--- src/rtl/rr_lock_arbiter.sv ---
`timescale 1ns/1ps
// Round-robin arbiter that locks a grant across a multi-cycle transfer; 1-cycle request-to-grant latency.
// No backpressure input: an owner releases via last, dropping req, or by hitting MAX_HOLD (timeout pulse).
module rr_lock_arbiter #(
  parameter int REQ_WIDTH = 8,
  parameter int MAX_HOLD  = 16,
  parameter int ID_WIDTH  = $clog2(REQ_WIDTH)
) (
  input  logic                 clk,
  input  logic                 rst_n,
  input  logic [REQ_WIDTH-1:0] req,
  input  logic                 last,
  output logic [REQ_WIDTH-1:0] gnt,
  output logic                 gnt_valid,
  output logic [ID_WIDTH-1:0]  gnt_id,
  output logic                 timeout
);

  localparam int HC_W = $clog2(MAX_HOLD + 1);

  typedef enum logic {IDLE, BUSY} state_t;

  state_t               state, state_n;
  logic [HC_W-1:0]      hold_cnt, hold_cnt_n;
  logic [ID_WIDTH-1:0]  ptr, ptr_n, gnt_id_n, win_id;
  logic [REQ_WIDTH-1:0] gnt_n;
  logic                 timeout_n, win_found;
  logic                 rel_drop, rel_last, rel_max;

  // Search starts one past the previous owner so the last winner has lowest priority.
  always_comb begin
    int idx;
    win_found = 1'b0;
    win_id    = '0;
    idx       = 0;
    for (int i = 1; i <= REQ_WIDTH; i++) begin
      idx = int'(ptr) + i;
      if (idx >= REQ_WIDTH) idx = idx - REQ_WIDTH;
      if (!win_found && req[ID_WIDTH'(idx)]) begin
        win_found = 1'b1;
        win_id    = ID_WIDTH'(idx);
      end
    end
  end

  assign rel_drop = !req[gnt_id];
  assign rel_last = last;
  assign rel_max  = (hold_cnt == HC_W'(MAX_HOLD));

  always_comb begin
    state_n    = state;
    gnt_n      = gnt;
    gnt_id_n   = gnt_id;
    hold_cnt_n = hold_cnt;
    ptr_n      = ptr;
    timeout_n  = 1'b0;
    case (state)
      IDLE: begin
        if (win_found) begin
          state_n         = BUSY;
          gnt_n           = '0;
          gnt_n[win_id]   = 1'b1;
          gnt_id_n        = win_id;
          hold_cnt_n      = HC_W'(1);
        end
      end
      BUSY: begin
        if (rel_drop || rel_last || rel_max) begin
          state_n    = IDLE;
          gnt_n      = '0;
          gnt_id_n   = '0;
          hold_cnt_n = '0;
          ptr_n      = gnt_id;
          // Only a pure hold-limit release is reported as a timeout.
          timeout_n  = rel_max && !rel_drop && !rel_last;
        end else begin
          hold_cnt_n = hold_cnt + HC_W'(1);
        end
      end
    endcase
  end

  always_ff @(posedge clk or negedge rst_n) begin
    if (!rst_n) begin
      state    <= IDLE;
      gnt      <= '0;
      gnt_id   <= '0;
      hold_cnt <= '0;
      ptr      <= ID_WIDTH'(REQ_WIDTH - 1);
      timeout  <= 1'b0;
    end else begin
      state    <= state_n;
      gnt      <= gnt_n;
      gnt_id   <= gnt_id_n;
      hold_cnt <= hold_cnt_n;
      ptr      <= ptr_n;
      timeout  <= timeout_n;
    end
  end

  assign gnt_valid = (state == BUSY);

endmodule
--- config.mk ---
export PLATFORM = sky130hd
export DESIGN_NAME = rr_lock_arbiter
export DESIGN_NICKNAME = d
export VERILOG_FILES = /design/src/rtl/rr_lock_arbiter.sv
export SDC_FILE = /design/constraint.sdc
export NUM_CORES = 1
export LEC_CHECK = 0
export ABC_AREA = 1
export BUFFER_PORTS_ARGS = -buffer_cell sky130_fd_sc_hd__buf_4
export CAP_MARGIN = 20
export CORE_AREA = 3 3 92 94
export DETAILED_ROUTE_END_ITERATION = 10
export DIE_AREA = 0 0 95 97
export GPL_ROUTABILITY_DRIVEN = 0
export PLACE_DENSITY = 0.5
export SLEW_MARGIN = 5
export SYNTH_ARGS = -nofsm -noshare
export SYNTH_HDL_FRONTEND = slang
export SYNTH_SLANG_ARGS = --single-unit
export TNS_END_PERCENT = 10
--- constraint.sdc ---
create_clock -name clk -period 3.1 [get_ports clk]
set_clock_uncertainty 0.05 [all_clocks]
set_input_delay 0 -clock clk [delete_from_list [all_inputs] [get_ports clk]]
set_output_delay 0 -clock clk [all_outputs]
set_load 0.01 [all_outputs]
==> impl_metrics.py <==
metrics = {
    "status": {
        "outcome": "finished, final reports clean",
    },
    "power": {
        "power.density_nw_per_um2": 1240,
        "ir_worst_vdd_mv": 0.384,
        "power.leakage_nw": 1.11,
    },
    "timing": {
        "setup_violations": 0,
        "fin_crit_sh_pct": 90.6,
        "drv_slew": 0,
        "slew-limit-headroom_pct": 71.8,
        "rsz0062_at_grt": "false",
        "fin_ws_ns": 0.292,
        "min_period_ns": 2.81,
        "finalSetupTns_ns": 0,
        "hold_viol_final": 0,
        "max_slew.worst_pin.slew_ns": 0.420,
        "clock.fmax_mhz": 356,
    },
    "routing": {
        "viasPerCell": 4.58,
        "wl_mm": 4.94,
        "drtPass1Iterations": 4,
        "wire_per_inst_um": 12.6,
        "vias": 1800,
        "antenna_left": 0,
        "drc_errors": 0,
        "drt_first_iter_violations": 57,
    },
    "grt": {
        "antenna_found_initial": 0,
        "grt_max_degree": 22,
        "grt_pass1_vias": 1773,
        "grt_pass1_wl_mm": 8.60,
        "grt_overflow": 0,
        "grt_usage_pct": 11.7,
    },
    "clock_tree": {
        "cts_hold_buf": 2,
        "cts_made_buffers": 3,
        "post_cts_buffers": 0,
        "clock_latency_ns": 0.27,
        "h-tree-depth": 1,
        "cts_tree": "built",
        "cts_resized": 0,
        "clk_pin_slew_ns": 0.08,
        "clockBufferDepth": 2,
        "cts.sinks": 21,
        "cts_root_buffer": "clkbuf_8",
    },
    "placement": {
        "hpwl_mm": 4.11,
        "numPortBuffers": 23,
        "dpl_worst_slack_ns": 0.318,
    },
    "floorplanning": {
        "die_area_um2": 9220,
        "die_y_um": 97,
        "start_util_pct": 24.9,
        "rows": 32,
        "fp.dieW_um": 95,
        "ios": 24,
        "core_um2": 7730,
    },
    "worst_setup_path": {
        "rr_endpoint": "gnt[2]$_DFFE_PN0P_",
        "reg2reg_from": "ptr[0]$_DFFE_PN1P_",
        "worstSetupPathType": "reg -> reg",
        "endpoint_kind": "flip-flop",
        "worst-path-max-fanout": 11,
        "crit_arrival_ns": 2.95,
        "r2r_slack_ns": 0.29,
        "required_ns": 3.25,
        "reg2reg_depth": 15,
        "setup.worst_path.start_class": "flip-flop",
    },
    "synthesis": {
        "synth-xor-area-share_pct": 1.76,
        "synth_cells": 263,
        "yosysWarnings": 0,
        "syn_nets": 278,
        "synth_edf_count": 0,
        "ys.flop_type": "dfrtp_1",
        "synth_compound_area_share_pct": 9.51,
        "avgSynthCellArea_um2": 7.31,
        "yosysSeqAreaShare_pct": 27.5,
        "async_reset_ff_share_pct": 100,
        "synth-adder-area-share_pct": 2.60,
        "synth_top_family_by_area": "simple AND/OR/NAND/NOR gates",
        "synth_mux_area_share_pct": 0,
        "syn-cell-area_um2": 1920,
        "ys_types": 37,
        "post_synth_and_or_nand_nor_area_fraction_pct": 49.5,
        "yosys_register_bits": 21,
    },
    "layout": {
        "area_delta_synth_final_pct": 17.7,
        "n_fill_cell": 847,
        "mostFrequentLayoutCell": "nand2_1",
        "nets": 307,
        "layout_common_cells": "nand2_1 (71), nand3_1 (32), buf_4 (27)",
        "n_antenna_cell": 0,
        "drive_above_1_share_pct": 30.6,
    },
    "job": {
        "maxCapViolCount": 0,
    },
    "min_path": {
        "hold_class": "in -> async",
    },
}
worst max path at each step:
stage	depth (start not counted)	to	startpoint	slack, ns
floorplan	18	gnt[3]$_DFFE_PN0P_	ptr[0]$_DFFE_PN1P_	0.47
global placement	15	gnt[3]$_DFFE_PN0P_	ptr[0]$_DFFE_PN1P_	0.33
detailed placement	15	gnt[2]$_DFFE_PN0P_	ptr[0]$_DFFE_PN1P_	0.32
CTS	15	gnt[2]$_DFFE_PN0P_	ptr[0]$_DFFE_PN1P_	0.29
global route	15	gnt[3]$_DFFE_PN0P_	ptr[0]$_DFFE_PN1P_	0.05
finish	15	gnt[2]$_DFFE_PN0P_	ptr[0]$_DFFE_PN1P_	0.29
per-stage QoR:
step | util, % | area [um2] | hold slack (ns) | std cells | total power, mW
floorplan | - | 1920 | -0.346 | 263 | 2.17
global placement | 28.4 | 2200 | -0.144 | 387 | 2.62
detailed placement | 28.4 | 2200 | -0.142 | 387 | 2.62
CTS | 29.3 | 2260 | 0.101 | 393 | 2.82
global route | 29.3 | 2260 | 0.132 | 393 | 3.11
finish | 29.3 | 2260 | 0.0941 | 393 | 2.80
kinds of logic after synthesis:
family / Yosys count
compound gates: 31
xor+xnor: 3
fa+ha+maj: 4
buf+inv: 35
flops: 21
simple gates: 169
cell usage after synthesis (2+ instances only):
cell	number	area share, %
a21oi_1	4	1.0
buf_2	2	0.52
dfrtp_1	18	23
dfstp_2	3	4.1
ha_1	4	2.6
inv_1	21	4.1
inv_2	7	1.4
nand2_1	71	14
nand2_2	11	3.6
nand2_4	8	4.7
nand3_1	32	8.3
nand3_2	13	6.8
nand3b_2	2	1.2
nand4_1	3	0.98
nor2_1	15	2.9
nor2_2	6	2.0
nor3_1	2	0.52
o21ai_0	11	2.9
o21ai_1	9	2.3
o22ai_1	4	1.3
flip-flops by register name (all words and copies together) (netlist names):
name	flops
timeout	1
hold_cnt	5
gnt	8
gnt_id	3
ptr	3
gnt_valid	1
worst max-delay path, stage by stage (launching register included):
cell      delay [ns]
dfstp_2         0.56
inv_4           0.09
ha_1            0.43
inv_2           0.15
nand3_1         0.18
nand2_1         0.12
nand2_2         0.07
nand2_4         0.10
nand3_1         0.09
nor2_2          0.11
nand3b_1        0.08
nand3_1         0.15
nand2_1         0.07
nor2_1          0.23
nand2_1         0.12
o21ai_1         0.13
routing by layer:
metal  share of wire [%]  track usage (%)  vias up
li1                    -                -      922
met1                  48             16.1      842
met2                  46             18.4       29
met3                 3.6             1.56        7
met4                 1.8             4.22        0
met5                   0                0        -
where the power goes:
group	internal, mW	total, mW	switching [mW]
Combinational	0.718	2.18	1.46
Clock	0.0919	0.191	0.0986
Sequential	0.365	0.435	0.0696
cell type report:
class	count	area, um2	area share (%)
Clock buffer	4	45.0	1.99
Inverter	30	120	5.31
Multi-Input combinational cell	207	1220	53.8
Sequential cell	21	529	23.4
Tap cell	102	128	5.64
Timing Repair Buffer	29	223	9.85
No activity file was read; power rests on OpenSTA's default activity.
